$ cat config.mk
export PLATFORM = sky130hd
export DESIGN_NAME = tx_axis_arbiter_flat
export DESIGN_NICKNAME = d
export VERILOG_FILES = /design/src/rtl/tx_arb_pkg.sv /design/src/rtl/tx_axis_arbiter_if.sv /design/src/rtl/tx_arb_select.sv /design/src/rtl/tx_axis_arbiter.sv /design/src/flat_wrapper.sv
export SDC_FILE = /design/constraint.sdc
export NUM_CORES = 1
export LEC_CHECK = 0
export ABC_AREA = 1
export CELL_PAD_IN_SITES_DETAIL_PLACEMENT = 1
export CELL_PAD_IN_SITES_GLOBAL_PLACEMENT = 2
export CORE_ASPECT_RATIO = 1.1
export CORE_MARGIN = 2
export CORE_UTILIZATION = 14
export CTS_BUF_LIST = sky130_fd_sc_hd__clkbuf_2 sky130_fd_sc_hd__clkbuf_4 sky130_fd_sc_hd__clkbuf_8
export CTS_CLUSTER_SIZE = 20
export DETAILED_ROUTE_END_ITERATION = 6
export PLACE_DENSITY_LB_ADDON = 0.2
export SETUP_SLACK_MARGIN = 0.4
export SLEW_MARGIN = 20
export SYNTH_ARGS = -nofsm -noshare
export SYNTH_HDL_FRONTEND = slang
export SYNTH_HIERARCHICAL = 1
export SYNTH_SLANG_ARGS = --single-unit
$ cat constraint.sdc
create_clock -name i_clk -period 3.2 [get_ports i_clk]
set_input_delay 0.64 -clock i_clk [delete_from_list [all_inputs] [get_ports i_clk]]
set_output_delay 0.64 -clock i_clk [all_outputs]
set_load 0.05 [all_outputs]
$ cat src/rtl/tx_arb_pkg.sv
// -----------------------------------------------------------------------------
// tx_arb_pkg
// Shared types and limits for the Tx AXIS frame arbiter.
//   arb_state_t : arbiter FSM state (idle / frame transfer in progress)
//   MAX_SRC     : largest supported number of requesting sources
// -----------------------------------------------------------------------------
package tx_arb_pkg;

    localparam int MAX_SRC = 8;

    typedef enum logic {
        ARB_IDLE,
        ARB_XFER
    } arb_state_t;

endpackage

$ cat src/rtl/tx_axis_arbiter_if.sv
// -----------------------------------------------------------------------------
// tx_axis_arbiter_if
// Bundles the N_SRC packed source AXIS buses, the single m00 AXIS bus towards
// tx_mac and the one-hot grant indication.
//   s_axis_*  : packed source buses, source k at [k*WIDTH +: WIDTH]
//   m00_axis_*: arbitrated stream to tx_mac s00_axis_*
//   o_grant   : one-hot current grant, 0 when idle
// Modports:
//   master : the arbiter (drives m00 data, source readies and grant)
//   slave  : the environment (sources, tx_mac sink)
// -----------------------------------------------------------------------------
interface tx_axis_arbiter_if #(
    parameter int N_SRC      = 4,
    parameter int DATA_WIDTH = 64,
    parameter int KEEP_WIDTH = 8
);
    logic [N_SRC*DATA_WIDTH-1:0] s_axis_tdata;
    logic [N_SRC*KEEP_WIDTH-1:0] s_axis_tkeep;
    logic [N_SRC-1:0]            s_axis_tvalid;
    logic [N_SRC-1:0]            s_axis_tlast;
    logic [N_SRC-1:0]            s_axis_tready;

    logic [DATA_WIDTH-1:0]       m00_axis_tdata;
    logic [KEEP_WIDTH-1:0]       m00_axis_tkeep;
    logic                        m00_axis_tvalid;
    logic                        m00_axis_tlast;
    logic                        m00_axis_tready;

    logic [N_SRC-1:0]            o_grant;

    modport master (
        input  s_axis_tdata, s_axis_tkeep, s_axis_tvalid, s_axis_tlast,
        input  m00_axis_tready,
        output s_axis_tready,
        output m00_axis_tdata, m00_axis_tkeep, m00_axis_tvalid, m00_axis_tlast,
        output o_grant
    );

    modport slave (
        output s_axis_tdata, s_axis_tkeep, s_axis_tvalid, s_axis_tlast,
        output m00_axis_tready,
        input  s_axis_tready,
        input  m00_axis_tdata, m00_axis_tkeep, m00_axis_tvalid, m00_axis_tlast,
        input  o_grant
    );
endinterface

$ cat src/rtl/tx_arb_select.sv
// -----------------------------------------------------------------------------
// tx_arb_select
// Purely combinational winner selection for the Tx AXIS arbiter.
//   req      : per-source request (s_axis_tvalid)
//   last_idx : index of the source that sent the previous frame
//   winner   : selected source index (valid when any_req)
//   any_req  : at least one source is requesting
// Build option TX_ARB_STRICT_PRIO_EN:
//   defined   -> lowest-index requester wins, last_idx is ignored
//   undefined -> round-robin, search upward from last_idx+1 with wrap
// -----------------------------------------------------------------------------
module tx_arb_select #(
    parameter int N_SRC = 4,
    parameter int IDX_W = (N_SRC > 1) ? $clog2(N_SRC) : 1
) (
    input  logic [N_SRC-1:0] req,
    input  logic [IDX_W-1:0] last_idx,
    output logic [IDX_W-1:0] winner,
    output logic             any_req
);

    assign any_req = |req;

`ifdef TX_ARB_STRICT_PRIO_EN
    logic unused_last_idx;
    assign unused_last_idx = ^last_idx;

    // Scan downward so the lowest-index requester is the final assignment.
    always_comb begin
        winner = '0;
        for (int i = N_SRC - 1; i >= 0; i--) begin
            if (req[i]) begin
                winner = IDX_W'(i);
            end
        end
    end
`else
    logic             found;
    logic [IDX_W-1:0] cand;

    // Candidates are visited in rotated order last_idx+1 .. last_idx+N_SRC,
    // so the previous winner is considered last.
    always_comb begin
        winner = '0;
        found  = 1'b0;
        cand   = '0;
        for (int i = 1; i <= N_SRC; i++) begin
            cand = IDX_W'((int'(last_idx) + i) % N_SRC);
            if (!found && req[cand]) begin
                winner = cand;
                found  = 1'b1;
            end
        end
    end
`endif

endmodule

$ cat src/rtl/tx_axis_arbiter.sv
// -----------------------------------------------------------------------------
// tx_axis_arbiter
// Frame-level arbiter sharing the tx_mac user AXIS input between N_SRC sources.
// A source keeps the grant from its first beat until its tlast beat has been
// accepted; frames are never interleaved.
// Ports:
//   i_clk      : Tx clock (same as tx_mac)
//   i_reset_n  : asynchronous active-low reset
//   bus        : tx_axis_arbiter_if.master (source buses, m00 bus, o_grant)
// Build option TX_ARB_STRICT_PRIO_EN selects strict priority instead of
// round-robin (handled entirely inside tx_arb_select).
// -----------------------------------------------------------------------------
module tx_axis_arbiter
    import tx_arb_pkg::*;
#(
    parameter int N_SRC      = 4,
    parameter int DATA_WIDTH = 64,
    parameter int KEEP_WIDTH = 8
) (
    input  logic                 i_clk,
    input  logic                 i_reset_n,
    tx_axis_arbiter_if.master    bus
);

    localparam int IDX_W = (N_SRC > 1) ? $clog2(N_SRC) : 1;

    arb_state_t       state, state_nxt;
    logic [IDX_W-1:0] grant_idx, grant_idx_nxt;
    logic [IDX_W-1:0] last_idx, last_idx_nxt;
    logic [IDX_W-1:0] winner;
    logic             any_req;
    logic             g_valid, g_last;

    tx_arb_select #(
        .N_SRC (N_SRC),
        .IDX_W (IDX_W)
    ) u_select (
        .req      (bus.s_axis_tvalid),
        .last_idx (last_idx),
        .winner   (winner),
        .any_req  (any_req)
    );

    always_ff @(posedge i_clk or negedge i_reset_n) begin
        if (!i_reset_n) begin
            state     <= ARB_IDLE;
            grant_idx <= '0;
            last_idx  <= IDX_W'(N_SRC - 1);
        end else begin
            state     <= state_nxt;
            grant_idx <= grant_idx_nxt;
            last_idx  <= last_idx_nxt;
        end
    end

    // Outputs are all zero outside XFER, which also covers the reset case
    // because reset forces the state to IDLE asynchronously.
    always_comb begin
        state_nxt           = state;
        grant_idx_nxt       = grant_idx;
        last_idx_nxt        = last_idx;
        g_valid             = 1'b0;
        g_last              = 1'b0;
        bus.m00_axis_tdata  = '0;
        bus.m00_axis_tkeep  = '0;
        bus.m00_axis_tvalid = 1'b0;
        bus.m00_axis_tlast  = 1'b0;
        bus.s_axis_tready   = '0;
        bus.o_grant         = '0;

        case (state)
            ARB_IDLE: begin
                if (any_req) begin
                    grant_idx_nxt = winner;
                    state_nxt     = ARB_XFER;
                end
            end
            ARB_XFER: begin
                g_valid                      = bus.s_axis_tvalid[grant_idx];
                g_last                       = bus.s_axis_tlast[grant_idx];
                bus.m00_axis_tdata           = bus.s_axis_tdata[grant_idx*DATA_WIDTH +: DATA_WIDTH];
                bus.m00_axis_tkeep           = bus.s_axis_tkeep[grant_idx*KEEP_WIDTH +: KEEP_WIDTH];
                bus.m00_axis_tvalid          = g_valid;
                bus.m00_axis_tlast           = g_last;
                bus.s_axis_tready[grant_idx] = bus.m00_axis_tready;
                bus.o_grant[grant_idx]       = 1'b1;
                // Grant is released only once the tlast beat is actually taken.
                if (g_valid && g_last && bus.m00_axis_tready) begin
                    state_nxt    = ARB_IDLE;
                    last_idx_nxt = grant_idx;
                end
            end
            default: state_nxt = ARB_IDLE;
        endcase
    end

endmodule

$ cat src/flat_wrapper.sv
// flat-port wrapper written by rule: the top's interface ports become plain ports
module tx_axis_arbiter_flat import tx_arb_pkg::*;
#(
    parameter int N_SRC      = 4,
    parameter int DATA_WIDTH = 64,
    parameter int KEEP_WIDTH = 8
)
  (i_clk, i_reset_n, bus_s_axis_tdata, bus_s_axis_tkeep, bus_s_axis_tvalid, bus_s_axis_tlast, bus_m00_axis_tready, bus_s_axis_tready, bus_m00_axis_tdata, bus_m00_axis_tkeep, bus_m00_axis_tvalid, bus_m00_axis_tlast, bus_o_grant);
  tx_axis_arbiter_if #(.N_SRC(N_SRC), .DATA_WIDTH(DATA_WIDTH), .KEEP_WIDTH(KEEP_WIDTH)) bus_i ();
  input  logic i_clk;
  input  logic i_reset_n;
  input wire logic [$bits(bus_i.s_axis_tdata)-1:0] bus_s_axis_tdata;
  input wire logic [$bits(bus_i.s_axis_tkeep)-1:0] bus_s_axis_tkeep;
  input wire logic [$bits(bus_i.s_axis_tvalid)-1:0] bus_s_axis_tvalid;
  input wire logic [$bits(bus_i.s_axis_tlast)-1:0] bus_s_axis_tlast;
  input wire logic [$bits(bus_i.m00_axis_tready)-1:0] bus_m00_axis_tready;
  output wire logic [$bits(bus_i.s_axis_tready)-1:0] bus_s_axis_tready;
  output wire logic [$bits(bus_i.m00_axis_tdata)-1:0] bus_m00_axis_tdata;
  output wire logic [$bits(bus_i.m00_axis_tkeep)-1:0] bus_m00_axis_tkeep;
  output wire logic [$bits(bus_i.m00_axis_tvalid)-1:0] bus_m00_axis_tvalid;
  output wire logic [$bits(bus_i.m00_axis_tlast)-1:0] bus_m00_axis_tlast;
  output wire logic [$bits(bus_i.o_grant)-1:0] bus_o_grant;
  assign bus_i.s_axis_tdata = bus_s_axis_tdata;
  assign bus_i.s_axis_tkeep = bus_s_axis_tkeep;
  assign bus_i.s_axis_tvalid = bus_s_axis_tvalid;
  assign bus_i.s_axis_tlast = bus_s_axis_tlast;
  assign bus_i.m00_axis_tready = bus_m00_axis_tready;
  assign bus_s_axis_tready = bus_i.s_axis_tready;
  assign bus_m00_axis_tdata = bus_i.m00_axis_tdata;
  assign bus_m00_axis_tkeep = bus_i.m00_axis_tkeep;
  assign bus_m00_axis_tvalid = bus_i.m00_axis_tvalid;
  assign bus_m00_axis_tlast = bus_i.m00_axis_tlast;
  assign bus_o_grant = bus_i.o_grant;
  tx_axis_arbiter #(.N_SRC(N_SRC), .DATA_WIDTH(DATA_WIDTH), .KEEP_WIDTH(KEEP_WIDTH)) u_core (.i_clk(i_clk), .i_reset_n(i_reset_n), .bus(bus_i));
endmodule
==> metrics.md <==
| Metric | Value |
|---|---|
| TritonCTS clock tree | `done` |
| Synth Instances | `530` |
| Root buffer cell | `clkbuf_8` |
| Final worst slack | `0.572 ns` |
| Warnings from Yosys | `6` |
| Final Wtd Congestion | `0.734` |
| Sw frac | `0.564` |
| Layout area overhead | `130%` |
| Detailed Route WL | `22.9 mm` |
| I/O pin count | `381` |
| Vias per cell | `4.49` |
| Post-synthesis sequential area ratio | `0.0348` |
| Drt drc | `0` |
| Final HPWL DP | `17.1 mm` |
| Flop pwr share | `0.020` |
| Routed Antenna Nets | `0` |
| Total Nets Final | `1,158` |
| VDD IR-drop max | `roughly 0.54 mV` |
| RSZ-0062 raised after global routing | `false` |
| Fin. Hold Viols | `0` |
| Finished Core Util | `0.326` |
| Post-synth cell types | `27` |
| Final non-filler cell area | `8440 sq um` |
| Crit share post-route | `0.821` |
| Power density cells | `1120 nW/um^2` |
| Power share of the clock group | `0.013` |
| Worst min-delay path class | `reg -> reg` |
| Worst-Margin Slew | `0.708 ns` |
| Mean Syn Cell Area | `6.92 sq um` |
| DP Cell Count | `1,206` |
| CTS buffer count | `3` |
| Slew headroom | `0.528` |
| Fmax | `~380 MHz` |
| Leak | `2.84 nW` |
| WP buf/inv | `2` |
| Sink Count | `5` |
| Die height | `174 microns` |
| Clock skew | `0.000502 ns` |
| Cell family with most CP delay | `buffers and inverters` |
| Setup slack at placement | `0.629 ns` |
| Max clock buf depth | `2` |
| First-pass GRT wire length | `34.0 mm` |
| Post-synthesis cell area | `roughly 3700 sq um` |
| Global-route usage over all layers | `0.157` |
| Pint | `4.10 mW` |
| DR pass1 iterations | `4` |
| Congestion Overflow GR | `0` |
| Worst path arrival time | `1.99 ns` |
| Clock slew at reported path FFs | `0.03 ns` |
| Setup violators final | `0` |
| Min Hold Slack | `0.523 ns` |
| Post-synth top area share | `0.312` |
| Slew Limit Fails | `0` |
| Setup_tns | `0 ns` |
| Crit-path slowest cell | `buf_4` |
| CP cell instances | `buf_4, nand3_1, a41oi_1, buf_12` |
| Avg WL per Cell | `18.9 microns` |
| Final std cells w/o fill | `1,210` |
| Critical Path Sink Type | `output pin` |
| Period minus WS final | `2.63 ns` |
| Vias | `5,430` |
| N_diodes | `0` |
| Number of global-route vias before repair | `a little under 6,000` |
| Worst endpoint required time | `2.56 ns` |
| WS Path Type | `reg -> out` |
| Max-Cap Viols | `0` |
| Total power | `9.42 mW` |
| Initial Util | `0.142` |
| Num rows | `slightly above 60` |
| Yosys top cell by area | `nand3_1` |
| Number of H-tree levels | `1` |
| Outcome | `finished clean` |
| Largest net degree at the start of global routing | `91` |
| DP Area | `8390 sq um` |
| Commonest non-fill, non-tap cell in the layout | `clkdlybuf4s50_1` |
| Layout cells sized above 1 | `0.228` |
| CP max FO | `61` |
| Most frequent cells in the layout | `clkdlybuf4s50_1, nand3_1, nand2_1` |
| Iteration-0 DRC Markers | `approximately 190` |
| Initial antenna violation count | `0` |
| CP Launch Type | `flip-flop` |
| CP max stage delay | `0.55 ns` |
| Core Area | `25,900 sq um` |
| DIE WIDTH | `158 microns` |
| Logic gate share of total power | `0.967` |
| Area contributors post-synth | `nand3_1, a41oi_2, nand2_1` |
| Die footprint | `27,500 sq um` |
| Setup repair bufs after CTS | `0` |
| Syn Nets | `between 800 and 900` |
| Clock Latency Late Sink | `around 0.22 ns` |
| Seq cells post-synth | `5` |
| Count of input and output buffers | `380` |
| Switching power | `5.32 mW` |
[state kept, by name, indices dropped and copies added, names as in the netlist]
register	flops
u_core/grant_idx	2
u_core/last_idx	2
u_core/state	1
[worst register-to-register path: stages, from the launching register on]
cell,delay [ns]
dfrtp_4,0.48
clkinv_2,0.34
buf_12,0.31
nand3_1,0.13
nand2_1,0.06
nor2_1,0.16
nor2_2,0.08
nand2_1,0.09
nand2_1,0.05
nand2_1,0.08
[power groups by stage]
stage                     registers (mW)  clock network, mW  logic, mW
after detailed placement           0.188                  0       9.24
after global routing               0.194              0.132       9.59
after CTS                          0.187              0.126       9.27
after global placement             0.187                  0       9.26
after floorplan                    0.121                  0       5.34
final                              0.185              0.124       9.11
[synth_stat cells]
cell and number:
a21oi_1 3, a31oi_1 1, a41oi_1 3, a41oi_2 69
buf_2 18, buf_4 34, buf_6 16, dfrtp_1 3
dfstp_2 2, inv_1 7, inv_2 2, inv_4 1
inv_6 1, nand2_1 103, nand2_2 9, nand2_4 5
nand3_1 229, nand3_2 1, nand3b_1 1, nand4_1 2
nor2_1 10, nor2_2 2, nor2_4 2, nor2_8 1
nor3_1 3, nor3_2 1, o21ai_0 1
[cells by family after synthesis]
kind of cell | after synthesis | share of synthesized area
buf+inv | 79 | 0.156
simple gates | 369 | 0.489
flops | 5 | 0.0348
compound gates | 77 | 0.320
[worst paths after layout]
path                                startpoint                endpoint  slack [ns]  cells after the start
max reg2reg                u_core/grant_idx[1]      u_core/last_idx[0]        1.35                      9
max                        u_core/grant_idx[0]  bus_m00_axis_tdata[63]        0.57                      4
min reg2reg                 u_core/last_idx[1]      u_core/last_idx[1]        0.52                      2
min in group asynchronous            i_reset_n            u_core/state        0.64                      1
max in group asynchronous            i_reset_n      u_core/last_idx[1]        2.31                      1
min                         u_core/last_idx[1]      u_core/last_idx[1]        0.52                      2
[repair_timing]
item	4_1_cts	5_1_grt
gates resized for setup	1	1
hold buffers	0	0
pin swaps	0	0
endpoints found under the setup margin	1	3
[layer usage]
layer / GRT usage / up-vias / part of all wire
li1: - / 2629 / -
met1: 0.175 / 2566 / 0.39
met2: 0.305 / 217 / 0.52
met3: 0.0348 / 18 / 0.076
met4: 0.0225 / 0 / 0.013
met5: 0 / - / 0
[cell type report]
type,instances,area [sq um]
repair buffers,392,4790
well taps,352,440
flip-flops and latches,5,135
inverters,11,52.6
multi-input cells,446,2970
fillers,3026,17500
clock buffers,4,48.8
(Power assumes the default switching activity.)
